==> src/rtl/alu_op_scheduler.sv <==
`default_nettype none
// ============================================================================
// Module      : alu_op_scheduler
// Description : Shares one fixed-latency ALU between two requesters. Requests
//               are granted round-robin, operands are held in registers for
//               the ALU latency, and the tagged result is returned on a
//               single valid/ready response channel.
// Revision    : 1.0  initial release
// ============================================================================
module alu_op_scheduler #(
    parameter int LATENCY = 2,
    parameter int CNT_W   = 4
) (
    input  logic        clk,
    input  logic        rst_n,
    input  logic        req0_valid,
    output logic        req0_ready,
    input  logic [2:0]  req0_op,
    input  logic [31:0] req0_a,
    input  logic [31:0] req0_b,
    input  logic        req1_valid,
    output logic        req1_ready,
    input  logic [2:0]  req1_op,
    input  logic [31:0] req1_a,
    input  logic [31:0] req1_b,
    output logic [2:0]  alu_op,
    output logic [31:0] alu_a,
    output logic [31:0] alu_b,
    input  logic [31:0] alu_o,
    output logic        rsp_valid,
    input  logic        rsp_ready,
    output logic        rsp_id,
    output logic [31:0] rsp_data,
    output logic        rsp_err,
    output logic        busy
);

    localparam logic [2:0]       c_OP_ILLEGAL = 3'b111;
    localparam logic [CNT_W-1:0] c_CNT_LOAD   = CNT_W'(LATENCY);
    localparam logic [CNT_W-1:0] c_CNT_ONE    = CNT_W'(1);

    typedef enum logic [1:0] {
        IDLE = 2'd0,
        WAIT = 2'd1,
        RESP = 2'd2
    } state_t;

    state_t           r_state;
    state_t           w_nextState;
    logic             r_ptr;        // 0: req0 has priority on contention
    logic [CNT_W-1:0] r_cnt;

    logic             w_grant0;
    logic             w_grant1;
    logic             w_accept;
    logic             w_winner;
    logic [2:0]       w_selOp;
    logic [31:0]      w_selA;
    logic [31:0]      w_selB;
    logic             w_illegal;
    logic             w_capture;
    logic             w_rspDone;

    // Round-robin grant: a lone requester always wins, the pointer breaks ties.
    always_comb begin
        w_grant0 = req0_valid & (~req1_valid | ~r_ptr);
        w_grant1 = req1_valid & (~req0_valid |  r_ptr);
    end

    assign req0_ready = (r_state == IDLE) & w_grant0;
    assign req1_ready = (r_state == IDLE) & w_grant1;
    assign w_accept   = req0_ready | req1_ready;
    assign w_winner   = req1_ready;
    assign w_selOp    = w_winner ? req1_op : req0_op;
    assign w_selA     = w_winner ? req1_a  : req0_a;
    assign w_selB     = w_winner ? req1_b  : req0_b;
    assign w_illegal  = (w_selOp == c_OP_ILLEGAL);
    assign w_capture  = (r_state == WAIT) && (r_cnt == c_CNT_ONE);
    assign w_rspDone  = (r_state == RESP) && rsp_valid && rsp_ready;
    assign busy       = (r_state != IDLE);

    // State register.
    always_ff @(posedge clk or negedge rst_n) begin
        if (!rst_n) begin
            r_state <= IDLE;
        end else begin
            r_state <= w_nextState;
        end
    end

    // Next-state logic; illegal opcodes skip the ALU wait entirely.
    always_comb begin
        w_nextState = r_state;
        case (r_state)
            IDLE: begin
                if (w_accept) begin
                    w_nextState = w_illegal ? RESP : WAIT;
                end
            end
            WAIT: begin
                if (w_capture) begin
                    w_nextState = RESP;
                end
            end
            RESP: begin
                if (w_rspDone) begin
                    w_nextState = IDLE;
                end
            end
            default: w_nextState = IDLE;
        endcase
    end

    // ALU operand registers, loaded only on accept so they stay stable until the next command.
    always_ff @(posedge clk or negedge rst_n) begin
        if (!rst_n) begin
            alu_op <= 3'b000;
            alu_a  <= 32'd0;
            alu_b  <= 32'd0;
            rsp_id <= 1'b0;
            r_ptr  <= 1'b0;
        end else if (w_accept) begin
            alu_op <= w_selOp;
            alu_a  <= w_selA;
            alu_b  <= w_selB;
            rsp_id <= w_winner;
            r_ptr  <= ~w_winner;
        end
    end

    // Latency counter: loaded on a legal accept, counts down while waiting for the ALU.
    always_ff @(posedge clk or negedge rst_n) begin
        if (!rst_n) begin
            r_cnt <= '0;
        end else if (w_accept && !w_illegal) begin
            r_cnt <= c_CNT_LOAD;
        end else if (r_state == WAIT) begin
            r_cnt <= r_cnt - c_CNT_ONE;
        end
    end

    // Response registers: set by capture or illegal accept, cleared by the handshake.
    always_ff @(posedge clk or negedge rst_n) begin
        if (!rst_n) begin
            rsp_valid <= 1'b0;
            rsp_data  <= 32'd0;
            rsp_err   <= 1'b0;
        end else if (w_accept && w_illegal) begin
            rsp_valid <= 1'b1;
            rsp_data  <= 32'd0;
            rsp_err   <= 1'b1;
        end else if (w_capture) begin
            rsp_valid <= 1'b1;
            rsp_data  <= alu_o;
            rsp_err   <= 1'b0;
        end else if (w_rspDone) begin
            rsp_valid <= 1'b0;
        end
    end

endmodule
`default_nettype wire

==> config.mk <==
export PLATFORM = sky130hd
export DESIGN_NAME = alu_op_scheduler
export DESIGN_NICKNAME = d
export VERILOG_FILES = /design/src/rtl/alu_op_scheduler.sv
export SDC_FILE = /design/constraint.sdc
export NUM_CORES = 1
export LEC_CHECK = 0
export ABC_AREA = 1
export BUFFER_PORTS_ARGS = -buffer_cell sky130_fd_sc_hd__clkbuf_2
export CORE_AREA = 2 2 106 108
export CTS_CLUSTER_DIAMETER = 30
export DETAILED_ROUTE_END_ITERATION = 16
export DIE_AREA = 0 0 108 110
export GPL_TIMING_DRIVEN = 0
export PLACE_DENSITY_LB_ADDON = 0.25
export REMOVE_ABC_BUFFERS = 1
export SLEW_MARGIN = 20
export SYNTH_ARGS = -nofsm -noshare
export SYNTH_HDL_FRONTEND = slang
export SYNTH_SLANG_ARGS = --single-unit
==> constraint.sdc <==
create_clock -name clk -period 4.6 [get_ports clk]
set_clock_uncertainty 0.05 [all_clocks]
set_input_delay 0.92 -clock clk [delete_from_list [all_inputs] [get_ports clk]]
set_output_delay 0.92 -clock clk [all_outputs]
set_load 0.01 [all_outputs]
==> flow_metrics.py <==
metrics = {
    "critical_path": {
        "ff2ff_path_depth": 6,
        "timing.rr.start": "r_state[0]",
        "r2r_slack_ns": 2.26,
        "cp_data_required_time_ns": 3.63,
        "crit_path_end_kind": "primary output",
        "crit_path_start": "req0_valid",
        "critPathLaunchType": "input pin",
        "arrival_ns": 2.39,
        "critPathMaxFanout": 65,
        "critPathKind": "input pin to primary output",
    },
    "yosys": {
        "synth_area_um2": 5170,
        "synth_edf_count": 0,
        "synth_flop_cell": "dfrtp_1",
        "synth_top_area_cell": "dfrtp_1",
        "synth_area_leaders": "dfrtp_1 53%, nand2_1 19%, nand3_1 4.5%",
        "ys_warn_count": 0,
        "async_flop_share_pct": 100,
        "synth_top_area_share_pct": 52.7,
        "yosysMostFrequentCell": "nand2_1",
        "ys_types": 26,
        "synth.avg_cell_area_um2": 8.15,
        "synthCells": 635,
        "yosysSeqAreaShare_pct": 52.7,
        "ys_ff_latch": 109,
        "synth_commonest_cells": "266 x nand2_1, 109 x dfrtp_1, 47 x nand3_1",
    },
    "sta": {
        "min_period_ns": 3.36,
        "max_freq_ghz": 0.298,
        "finalSetupTns_ns": 0,
        "rsz0062_at_grt": "no",
        "slew_violations": 0,
        "timing.final.crit_share_pct": 73.0,
        "final_hold_viol_count": 0,
        "relSlewSlack_pct": 44.9,
        "setup_violations": 0,
        "worst_pin_slew_ns": 0.827,
    },
    "floorplanning": {
        "start_util_pct": 48.4,
        "fp.coreArea_um2": 10700,
        "io_pins": 276,
        "die-area_um2": 11900,
        "dieHeight_um": 110,
        "fp-row-count": 38,
        "die_w_um": 108,
    },
    "global_routing": {
        "grt_pass1_wl_um": 22400,
        "overflow": 0,
        "antenna_found_initial": 0,
        "grt_pass1_vias": 4733,
        "grt_max_degree": 66,
        "grt_usage_pct": 24.2,
    },
    "final_layout": {
        "layout.nets": 1063,
        "diodes": 0,
        "layout-drive-gt1-share_pct": 37.9,
        "synthToLayoutAreaGrowth_pct": 30.0,
    },
    "detailed_routing": {
        "via_per_inst": 4.69,
        "drtAntennaViolNets": 0,
        "drcViolationCount": 0,
        "wirelength_um": 14000,
        "wl_per_cell_um": 13.5,
        "drt-initial-drc-count": 331,
        "first_pass_iters": 4,
        "vias": 4846,
    },
    "clocking": {
        "cts_resized": 0,
        "clock_latency_ns": 0.35,
        "htreeDepth": 3,
        "cts_root_buf": "clkbuf_8",
        "cts_tree": "done",
        "postCtsSetupBuffers": 0,
        "postCtsHoldBufs": 0,
        "clockBufferDepth": 2,
        "cts_num_sinks": 109,
        "numCtsBuffers": 9,
        "path_clk_slew_ns": 0.10,
    },
    "placement": {
        "port_buffers": 275,
        "place_congestion": 0.813,
        "hpwl_um": 10200,
    },
    "worst_hold_path": {
        "hold_class": "register to register",
        "min_from": "rsp_id",
        "whs_path_depth": 2,
    },
    "pwr": {
        "p_per_area_nw_per_um2": 645,
        "finalPower_mw": 4.34,
        "p_leak_nw": 3.84,
        "vdd_drop_max_mv": 0.300,
    },
    "outcome": {
        "status": "complete, no violations",
    },
    "run": {
        "max_cap_viol_count": 0,
    },
}
-- where the power goes --
part	internal (mW)	total [mW]	switching [mW]
clock	0.201	0.528	0.328
sequential	1.43	1.69	0.257
combinational	0.828	2.12	1.29
-- final timing paths --
check	end
min in group asynchronous	alu_a[0]
hold / removal	rsp_id
hold reg to reg	rsp_id
max in group asynchronous	r_cnt[0]
setup / recovery	req1_ready
setup reg to reg	rsp_data[0]
-- kinds of logic after synthesis --
group           after synthesis  share of synthesized area (%)
simple gates                386                           33.2
flops                       109                           52.7
buf+inv                      82                           7.95
compound gates               53                           5.17
xor+xnor                      3                          0.508
fa+ha+maj                     2                          0.483
-- cell type report --
type                    instances  area [um2]
clock buffers                   9         124
clock inverters                 6        45.0
fillers                       992        3970
inverters                      49         189
multi-input cells             444        2040
flip-flops and latches        109        2730
well taps                     140         175
repair buffers                277        1430
-- sequential cells by signal (all words and copies together), names as in the netlist --
signal     count
r_ptr          1
r_state        2
alu_op         3
rsp_err        1
r_cnt          4
alu_b         32
alu_a         32
rsp_valid      1
rsp_data      32
rsp_id         1
-- worst max-delay path, cell delays in order --
cell,delay [ns]
clkbuf_2,0.10
nand2_1,0.10
nand3_4,0.33
inv_4,0.64
clkbuf_2,0.25
-- routing by layer --
layer	GRT usage (%)	routed length, um
met5	0	0
met3	6.23	865
met4	11.2	544
met2	41.7	6980
met1	28.4	5580
-- placed cells by master, fill, tap and decap left out, types with 6 or more instances in the layout --
cell type / Yosys / routed
a21oi_1: 26 / 26
clkbuf_2: 0 / 274
clkbuf_8: 0 / 10
dfrtp_1: 109 / 109
inv_1: 41 / 40
nand2_1: 266 / 266
nand2_2: 6 / 6
nand3_1: 47 / 47
nor2_1: 29 / 29
nor2_2: 20 / 20
nor2_4: 12 / 12
o21ai_0: 17 / 17
o21ai_1: 8 / 8
-- per-stage QoR --
| stage | util, % | hold slack, ns | cell area (um2) | worst slack, ns | cells |
|---|---|---|---|---|---|
| finish | 62.9 | 0.435 | 6730 | 1.24 | 1034 |
| global route | 62.9 | 0.461 | 6730 | 1.11 | 1034 |
| CTS | 62.9 | 0.439 | 6730 | 1.22 | 1034 |
| detailed placement | 61.3 | 0.413 | 6560 | 1.22 | 1019 |
| global placement | 60.7 | 0.406 | 6500 | 0.473 | 1017 |
| floorplan | - | 0.442 | 4950 | 1.54 | 602 |
(Power assumes the default switching activity.)
